==> config.mk <==
export PLATFORM = sky130hd
export DESIGN_NAME = pa_core_top_flat
export DESIGN_NICKNAME = d
export VERILOG_FILES = /design/src/rtl/pa_core_top_if.sv /design/src/rtl/pa_core_top.sv /design/src/flat_wrapper.sv
export SDC_FILE = /design/constraint.sdc
export NUM_CORES = 2
export LEC_CHECK = 0
export CAP_MARGIN = 20
export CORE_MARGIN = 3
export CORE_UTILIZATION = 65
export CTS_BUF_LIST = sky130_fd_sc_hd__clkbuf_8
export DETAILED_ROUTE_END_ITERATION = 8
export PLACE_DENSITY = 0.84
export SLEW_MARGIN = 10
export SYNTH_ARGS = -nofsm -noshare
export SYNTH_HDL_FRONTEND = slang
export SYNTH_SLANG_ARGS = --single-unit
==> constraint.sdc <==
create_clock -name clock -period 39.3 [get_ports clock]
set_clock_uncertainty 0.15 [all_clocks]
set_input_delay 7.86 -clock clock [delete_from_list [all_inputs] [get_ports clock]]
set_output_delay 7.86 -clock clock [all_outputs]
set_load 0.005 [all_outputs]
==> src/rtl/pa_core_top_if.sv <==
// pa_core_top_if: line-granular miss request/response bundle shared by the I$ and D$.
package pa_core_pkg;
    typedef struct packed {
        logic [31:0]  addr;
        logic         is_store;
        logic [127:0] data;
    } memory_request_t;
endpackage

interface pa_core_top_if;
    import pa_core_pkg::*;
    logic            icache_req_valid_miss;
    memory_request_t icache_req_info_miss;
    logic            dcache_req_valid_miss;
    memory_request_t dcache_req_info_miss;
    logic            rsp_valid_miss;
    logic            rsp_cache_id;
    logic [127:0]    rsp_data_miss;
    logic            rsp_bus_error;
    modport master (
        output icache_req_valid_miss, icache_req_info_miss, dcache_req_valid_miss, dcache_req_info_miss,
        input  rsp_valid_miss, rsp_cache_id, rsp_data_miss, rsp_bus_error
    );
    modport slave (
        input  icache_req_valid_miss, icache_req_info_miss, dcache_req_valid_miss, dcache_req_info_miss,
        output rsp_valid_miss, rsp_cache_id, rsp_data_miss, rsp_bus_error
    );
endinterface

==> src/rtl/pa_core_top.sv <==
// pa_core_top: multicycle 32-bit core with direct-mapped I$/D$ sharing one miss port.
// Define CORE_MUL_EN to execute opcode 0x02 as MUL; otherwise it retires as a NOP.
module pa_core_top import pa_core_pkg::*; #(
    parameter int ICACHE_LINES = 4,
    parameter int DCACHE_LINES = 4,
    parameter int LINE_WIDTH   = 128
) (
    input  logic          clock,
    input  logic          reset,
    input  logic [31:0]   boot_addr,
    pa_core_top_if.master mem
);
    localparam int IW = $clog2(ICACHE_LINES);
    localparam int DW = $clog2(DCACHE_LINES);

    typedef enum logic [2:0] {FETCH, IWAIT, EXEC, MEM, DWAIT, HALT} state_t;
    state_t state, state_nx;

    logic [31:0]           pc, ir;
    logic [31:0]           gpr [32];
    logic [LINE_WIDTH-1:0] i_data [ICACHE_LINES];
    logic [27-IW:0]        i_tag  [ICACHE_LINES];
    logic [ICACHE_LINES-1:0] i_vld;
    logic [LINE_WIDTH-1:0] d_data [DCACHE_LINES];
    logic [27-DW:0]        d_tag  [DCACHE_LINES];
    logic [DCACHE_LINES-1:0] d_vld;

    logic [6:0]            op;
    logic [31:0]           imm, a_r, b_r, x_r, alu, i_word, ld_word;
    logic [29:0]           ea;
    logic [IW-1:0]         pc_idx;
    logic [DW-1:0]         d_idx;
    logic [LINE_WIDTH-1:0] d_line, merged;
    logic                  i_hit, d_hit, is_ld, is_st, is_alu, i_rsp, d_rsp, err;

    assign op      = ir[31:25];
    assign imm     = {{17{ir[14]}}, ir[14:0]};
    assign a_r     = gpr[ir[19:15]];
    assign b_r     = gpr[ir[14:10]];
    assign x_r     = gpr[ir[24:20]];
    assign is_ld   = op == 7'h11;
    assign is_st   = op == 7'h13;
    // word address: the two byte-offset bits are dropped after the add
    assign ea      = 30'((a_r + imm) >> 2);
    assign pc_idx  = pc[4 +: IW];
    assign d_idx   = ea[2 +: DW];
    assign i_hit   = i_vld[pc_idx] && i_tag[pc_idx] == pc[31:4+IW];
    assign d_hit   = d_vld[d_idx] && d_tag[d_idx] == ea[29:2+DW];
    assign i_word  = i_data[pc_idx][{pc[3:2], 5'd0} +: 32];
    assign d_line  = d_data[d_idx];
    assign ld_word = d_line[{ea[1:0], 5'd0} +: 32];
    assign err     = mem.rsp_bus_error;
    assign i_rsp   = state == IWAIT && mem.rsp_valid_miss && !mem.rsp_cache_id;
    assign d_rsp   = state == DWAIT && mem.rsp_valid_miss && mem.rsp_cache_id;

`ifdef CORE_MUL_EN
    assign is_alu = op inside {7'h00, 7'h01, 7'h02};
    assign alu    = op == 7'h00 ? a_r + b_r : op == 7'h01 ? a_r - b_r : a_r * b_r;
`else
    assign is_alu = op inside {7'h00, 7'h01};
    assign alu    = op == 7'h00 ? a_r + b_r : a_r - b_r;
`endif

    always_comb begin
        merged = d_line;
        merged[{ea[1:0], 5'd0} +: 32] = x_r;
    end

    always_comb begin
        state_nx = state;
        case (state)
            FETCH:   state_nx = i_hit ? EXEC : IWAIT;
            IWAIT:   state_nx = !i_rsp ? IWAIT : err ? HALT : FETCH;
            EXEC:    state_nx = (is_ld || is_st) ? MEM : FETCH;
            MEM:     state_nx = (d_hit && is_ld) ? FETCH : DWAIT;
            DWAIT:   state_nx = !d_rsp ? DWAIT : err ? HALT : mem.dcache_req_info_miss.is_store ? FETCH : MEM;
            default: state_nx = HALT;
        endcase
    end

    always_ff @(posedge clock) begin
        if (reset) state <= FETCH;
        else       state <= state_nx;
    end

    always_ff @(posedge clock) begin
        if (reset) begin
            pc                        <= boot_addr;
            ir                        <= '0;
            i_vld                     <= '0;
            d_vld                     <= '0;
            mem.icache_req_valid_miss <= 1'b0;
            mem.dcache_req_valid_miss <= 1'b0;
            mem.icache_req_info_miss  <= '0;
            mem.dcache_req_info_miss  <= '0;
            for (int i = 0; i < 32; i++) gpr[i] <= '0;
        end else begin
            mem.icache_req_valid_miss <= 1'b0;
            mem.dcache_req_valid_miss <= 1'b0;
            case (state)
                FETCH: begin
                    if (i_hit) ir <= i_word;
                    else begin
                        mem.icache_req_valid_miss <= 1'b1;
                        mem.icache_req_info_miss  <= '{addr: {4'd0, pc[31:4]}, is_store: 1'b0, data: '0};
                    end
                end
                IWAIT: if (i_rsp && !err) i_vld[pc_idx] <= 1'b1;
                EXEC: begin
                    if (is_alu) gpr[ir[24:20]] <= alu;
                    if (!(is_ld || is_st))
                        pc <= (op == 7'h30 && x_r == a_r) ? pc + imm : op == 7'h31 ? x_r + imm : pc + 32'd4;
                end
                MEM: begin
                    if (d_hit && is_ld) begin
                        gpr[ir[24:20]] <= ld_word;
                        pc             <= pc + 32'd4;
                    end else begin
                        // a store that misses allocates the line first, then returns here
                        mem.dcache_req_valid_miss <= 1'b1;
                        mem.dcache_req_info_miss  <= '{addr: {4'd0, ea[29:2]}, is_store: d_hit, data: d_hit ? merged : '0};
                    end
                end
                DWAIT: begin
                    if (d_rsp && !err) begin
                        d_vld[d_idx] <= 1'b1;
                        if (mem.dcache_req_info_miss.is_store) pc <= pc + 32'd4;
                    end
                end
                default: ;
            endcase
        end
    end

    always_ff @(posedge clock) begin
        if (i_rsp && !err) begin
            i_data[pc_idx] <= mem.rsp_data_miss;
            i_tag[pc_idx]  <= pc[31:4+IW];
        end
        if (d_rsp && !err) begin
            d_data[d_idx] <= mem.dcache_req_info_miss.is_store ? mem.dcache_req_info_miss.data : mem.rsp_data_miss;
            d_tag[d_idx]  <= ea[29:2+DW];
        end
    end
endmodule

==> src/flat_wrapper.sv <==
// flat-port wrapper written by rule: the top's interface ports become plain ports
module pa_core_top_flat import pa_core_pkg::*;
#(
    parameter int ICACHE_LINES = 4,
    parameter int DCACHE_LINES = 4,
    parameter int LINE_WIDTH   = 128
)
  (clock, reset, boot_addr, mem_icache_req_valid_miss, mem_icache_req_info_miss, mem_dcache_req_valid_miss, mem_dcache_req_info_miss, mem_rsp_valid_miss, mem_rsp_cache_id, mem_rsp_data_miss, mem_rsp_bus_error);
  pa_core_top_if mem_i ();
  input  logic clock;
  input  logic reset;
  input  logic [31:0] boot_addr;
  output wire logic [$bits(mem_i.icache_req_valid_miss)-1:0] mem_icache_req_valid_miss;
  output wire logic [$bits(mem_i.icache_req_info_miss)-1:0] mem_icache_req_info_miss;
  output wire logic [$bits(mem_i.dcache_req_valid_miss)-1:0] mem_dcache_req_valid_miss;
  output wire logic [$bits(mem_i.dcache_req_info_miss)-1:0] mem_dcache_req_info_miss;
  input wire logic [$bits(mem_i.rsp_valid_miss)-1:0] mem_rsp_valid_miss;
  input wire logic [$bits(mem_i.rsp_cache_id)-1:0] mem_rsp_cache_id;
  input wire logic [$bits(mem_i.rsp_data_miss)-1:0] mem_rsp_data_miss;
  input wire logic [$bits(mem_i.rsp_bus_error)-1:0] mem_rsp_bus_error;
  assign mem_icache_req_valid_miss = mem_i.icache_req_valid_miss;
  assign mem_icache_req_info_miss = mem_i.icache_req_info_miss;
  assign mem_dcache_req_valid_miss = mem_i.dcache_req_valid_miss;
  assign mem_dcache_req_info_miss = mem_i.dcache_req_info_miss;
  assign mem_i.rsp_valid_miss = mem_rsp_valid_miss;
  assign mem_i.rsp_cache_id = mem_rsp_cache_id;
  assign mem_i.rsp_data_miss = mem_rsp_data_miss;
  assign mem_i.rsp_bus_error = mem_rsp_bus_error;
  pa_core_top #(.ICACHE_LINES(ICACHE_LINES), .DCACHE_LINES(DCACHE_LINES), .LINE_WIDTH(LINE_WIDTH)) u_core (.clock(clock), .reset(reset), .boot_addr(boot_addr), .mem(mem_i));
endmodule
==> flow_metrics.py <==
metrics = {
    "status": {
        "outcome": "finished, final reports clean",
    },
    "setup_path": {
        "cp_max_fo": 119,
        "cpMostUsedCell": "buf_4",
        "crit_type": "flip-flop to flip-flop",
        "worst_setup_path_start_kind": "flip-flop",
        "endpoint_kind": "flip-flop",
        "worst_ep_arrival_time_ns": 12.50,
        "path_cells": "buf_4, buf_4, mux4_2, mux4_2, mux2_2, ha_1, nand4_1, a41oi_4, or3_1, nand2_8, a211oi_2, nor3_1, nor4b_2, nand4_1, nor4_1, nand4_1, o31ai_4, buf_4, nand3_2, buf_4, nand2b_2, buf_4",
        "slowest_stage": "dfxtp_4",
        "cpPeakStageDelay_ns": 0.95,
        "required_ns": 39.88,
    },
    "sta": {
        "worst_slack_ns": 27.38,
        "slew_violations": 0,
        "setup_violations": 0,
        "worst_pin_slew_ns": 1.09,
        "max_slew_margin": 0.252,
        "rsz0062_at_grt": "false",
        "whs_ns": 0.333,
        "final_hold_viol_count": 0,
        "period_share": 0.303,
        "max_freq_mhz": 83.9,
        "fin_crit_ns": 11.92,
        "totalNegativeSetupSlack_ns": 0,
    },
    "layout": {
        "num-fill-cells": 11755,
        "final_area_mm2": 0.143,
        "multi_input_area_mm2": 0.0527,
        "drive_above_1_share": 0.291,
        "post-route-util": 0.721,
        "fin_nets": 9360,
        "area_growth_pct": 9.65,
        "layout.cells.non_filler": 12046,
        "seqCellArea_mm2": 0.0737,
    },
    "floorplanning": {
        "start_util": 0.658,
        "die_y_um": 454,
        "rows": 163,
        "die-area_mm2": 0.206,
        "io_pins": 489,
        "die-width_um": 454,
        "coreArea_mm2": 0.198,
    },
    "synthesis": {
        "syn_avg_cell_area_um2": 14.8,
        "syn_area_mm2": 0.130,
        "synth_largest_area_cell": "edfxtp_1",
        "synth_ff_type": "edfxtp_1",
        "synth-seq-cells": 2535,
        "yosysWarnings": 0,
        "async_flop_share": 0,
        "ys_top_cells_by_area": "edfxtp_1 53%, mux4_2 20%, dfxtp_1 3.8%, nor2_2 2.4%, nand2_1 2.3%",
        "synth_top_area_frac": 0.527,
        "synth_edf_count": 2288,
        "ys_seq_area_frac": 0.564,
        "ys_types": 94,
        "postSynthCellCount": 8807,
    },
    "power_and_ir_drop": {
        "ir_drop_uv": 35.5,
        "finalPower_mw": 5.68,
        "power.leakage_nw": 48.7,
        "cellPowerDensity_mw_per_mm2": 39.7,
    },
    "placement": {
        "pre_cts_ws_ns": 27.71,
        "place.gp.congestion": 0.981,
        "place_area_mm2": 0.135,
        "placed_cells": 11284,
        "dpl.hpwl_mm": 261,
        "port_buffers": 351,
    },
    "detailed_routing": {
        "firstDrtPassIters": 9,
        "viasPerCell": 7.34,
        "ant_nets": 0,
        "finalWirelength_mm": 414,
        "drc": 0,
        "vias": 88436,
        "wl_per_cell_um": 34.4,
        "drt_iter0_drc": 15416,
    },
    "cts": {
        "cts_root_buf": "clkbuf_8",
        "cts.repair.resized": 0,
        "cts_tree": "built",
        "clock-sinks": 2535,
        "clk_latency_ns": 1.19,
        "cts_buffers": 412,
        "path_clk_slew_ns": 0.06,
        "cts-htree-levels": 5,
        "clock_path_buffers": 4,
        "postCtsHoldBufs": 0,
        "cts_setup_buffers": 0,
    },
    "min_path": {
        "hold_path.class": "flip-flop to flip-flop",
    },
    "grt": {
        "grt_overflow_total": 0,
        "grt_usage": 0.400,
        "antenna_found_initial": 32,
        "grt_pass1_wl_mm": 590,
        "grt_max_degree": 183,
        "first_global_vias": 87463,
    },
    "flow_run": {
        "drv_cap": 0,
    },
}
layer usage:
layer	vias to the layer above	routed length, µm	part of all wire	track usage
met5	-	111	0.00027	0
met4	16	38000	0.092	0.298
met3	2163	68000	0.16	0.156
met2	8678	185000	0.45	0.592
met1	43094	123000	0.30	0.476
li1	34485	-	-	-
sequential cells by signal, indices dropped and copies added, names as in the netlist, named ones only:
name,flops
u_core.mem.icache_req_info_miss,28
u_core.i_tag,104
u_core.d_data,512
u_core.i_data,512
u_core.mem.dcache_req_valid_miss,1
u_core.d_tag,104
u_core.mem.icache_req_valid_miss,1
u_core.state,3
u_core.pc,32
u_core.ir,32
u_core.d_vld,4
u_core.mem.dcache_req_info_miss,157
u_core.gpr,1024
u_core.i_vld,4
Yosys cell counts (all sizes together), types with 97 or more instances:
library cell	number
edfxtp	2288
nor2	1220
mux4	1169
nand2	803
buf	508
nand3	357
clkbuf	349
dfxtp	247
mux2	188
mux2i	188
o22ai	145
a22o	132
ha	130
xnor2	130
a21oi	120
xor2	106
inv	97
cells by family after synthesis:
logic type / synth area share
adder cells (fa/ha/maj): 0.0129
other: 0.0000287
AND/OR/NAND/NOR: 0.0955
multiplexers: 0.233
XOR/XNOR: 0.0158
AO/OA/AOI/OAI: 0.0396
buffers and inverters: 0.0383
flip-flops: 0.564
placed cells by master, fill, tap and decap left out, drive strengths merged, types with 26 or more instances in the layout:
| master | netlist | routed |
|---|---|---|
| edfxtp | 2288 | 2288 |
| nor2 | 1220 | 1220 |
| mux4 | 1169 | 1169 |
| nand2 | 803 | 803 |
| clkbuf | 349 | 453 |
| nand3 | 357 | 357 |
| clkdlybuf4s50 | 0 | 350 |
| inv | 97 | 251 |
| dfxtp | 247 | 247 |
| buf | 508 | 212 |
| mux2i | 188 | 188 |
| mux2 | 188 | 188 |
| o22ai | 145 | 145 |
| conb | 1 | 137 |
| a22o | 132 | 132 |
| xnor2 | 130 | 130 |
| ha | 130 | 130 |
| a21oi | 120 | 120 |
| clkinv | 0 | 110 |
| xor2 | 106 | 106 |
| o21ai | 90 | 90 |
| a21o | 70 | 70 |
| nand2b | 54 | 54 |
| nor3 | 44 | 44 |
| and3 | 38 | 38 |
| diode | 0 | 27 |
| nand4 | 26 | 26 |
worst max-delay path: cells and delay by family, from the launching register on:
kind | cells | cell delay (ns)
muxes | 3 | 1.53
DFF | 1 | 0.95
adders and majority gates | 1 | 0.40
and+or+nand+nor | 10 | 3.91
AOI/OAI and AO/OA | 3 | 1.42
buffers and inverters | 5 | 2.87
where the power goes:
group	switching [mW]	internal (mW)
sequential	0.0485	2.98
combinational	0.309	0.173
clock	1.06	1.10
area by class of cell:
cell class | count | area share
Antenna cell | 27 | 0.000472
Clock buffer | 453 | 0.0436
Clock inverter | 278 | 0.00956
Inverter | 97 | 0.00254
Multi-Input combinational cell | 5454 | 0.369
Sequential cell | 2535 | 0.515
Tap cell | 2640 | 0.0231
Timing Repair Buffer | 562 | 0.0370
path summary, 6_finish.rpt:
path | endpoint | cells past startpoint | start | slack (ns)
worst max-delay path | u_core.gpr[30][3]$_SDFFCE_PN0P_ | 22 | flip-flop | 27.38
worst min-delay path | u_core.d_vld[2]$_SDFFE_PP0P_ | 2 | u_core.d_vld[2]$_SDFFE_PP0P_ | 0.33
worst max register to register | u_core.gpr[30][3]$_SDFFCE_PN0P_ | 22 | flip-flop | 27.38
worst min register to register | u_core.d_vld[2]$_SDFFE_PP0P_ | 2 | u_core.d_vld[2]$_SDFFE_PP0P_ | 0.33
Power figures use the tool's default switching activity.
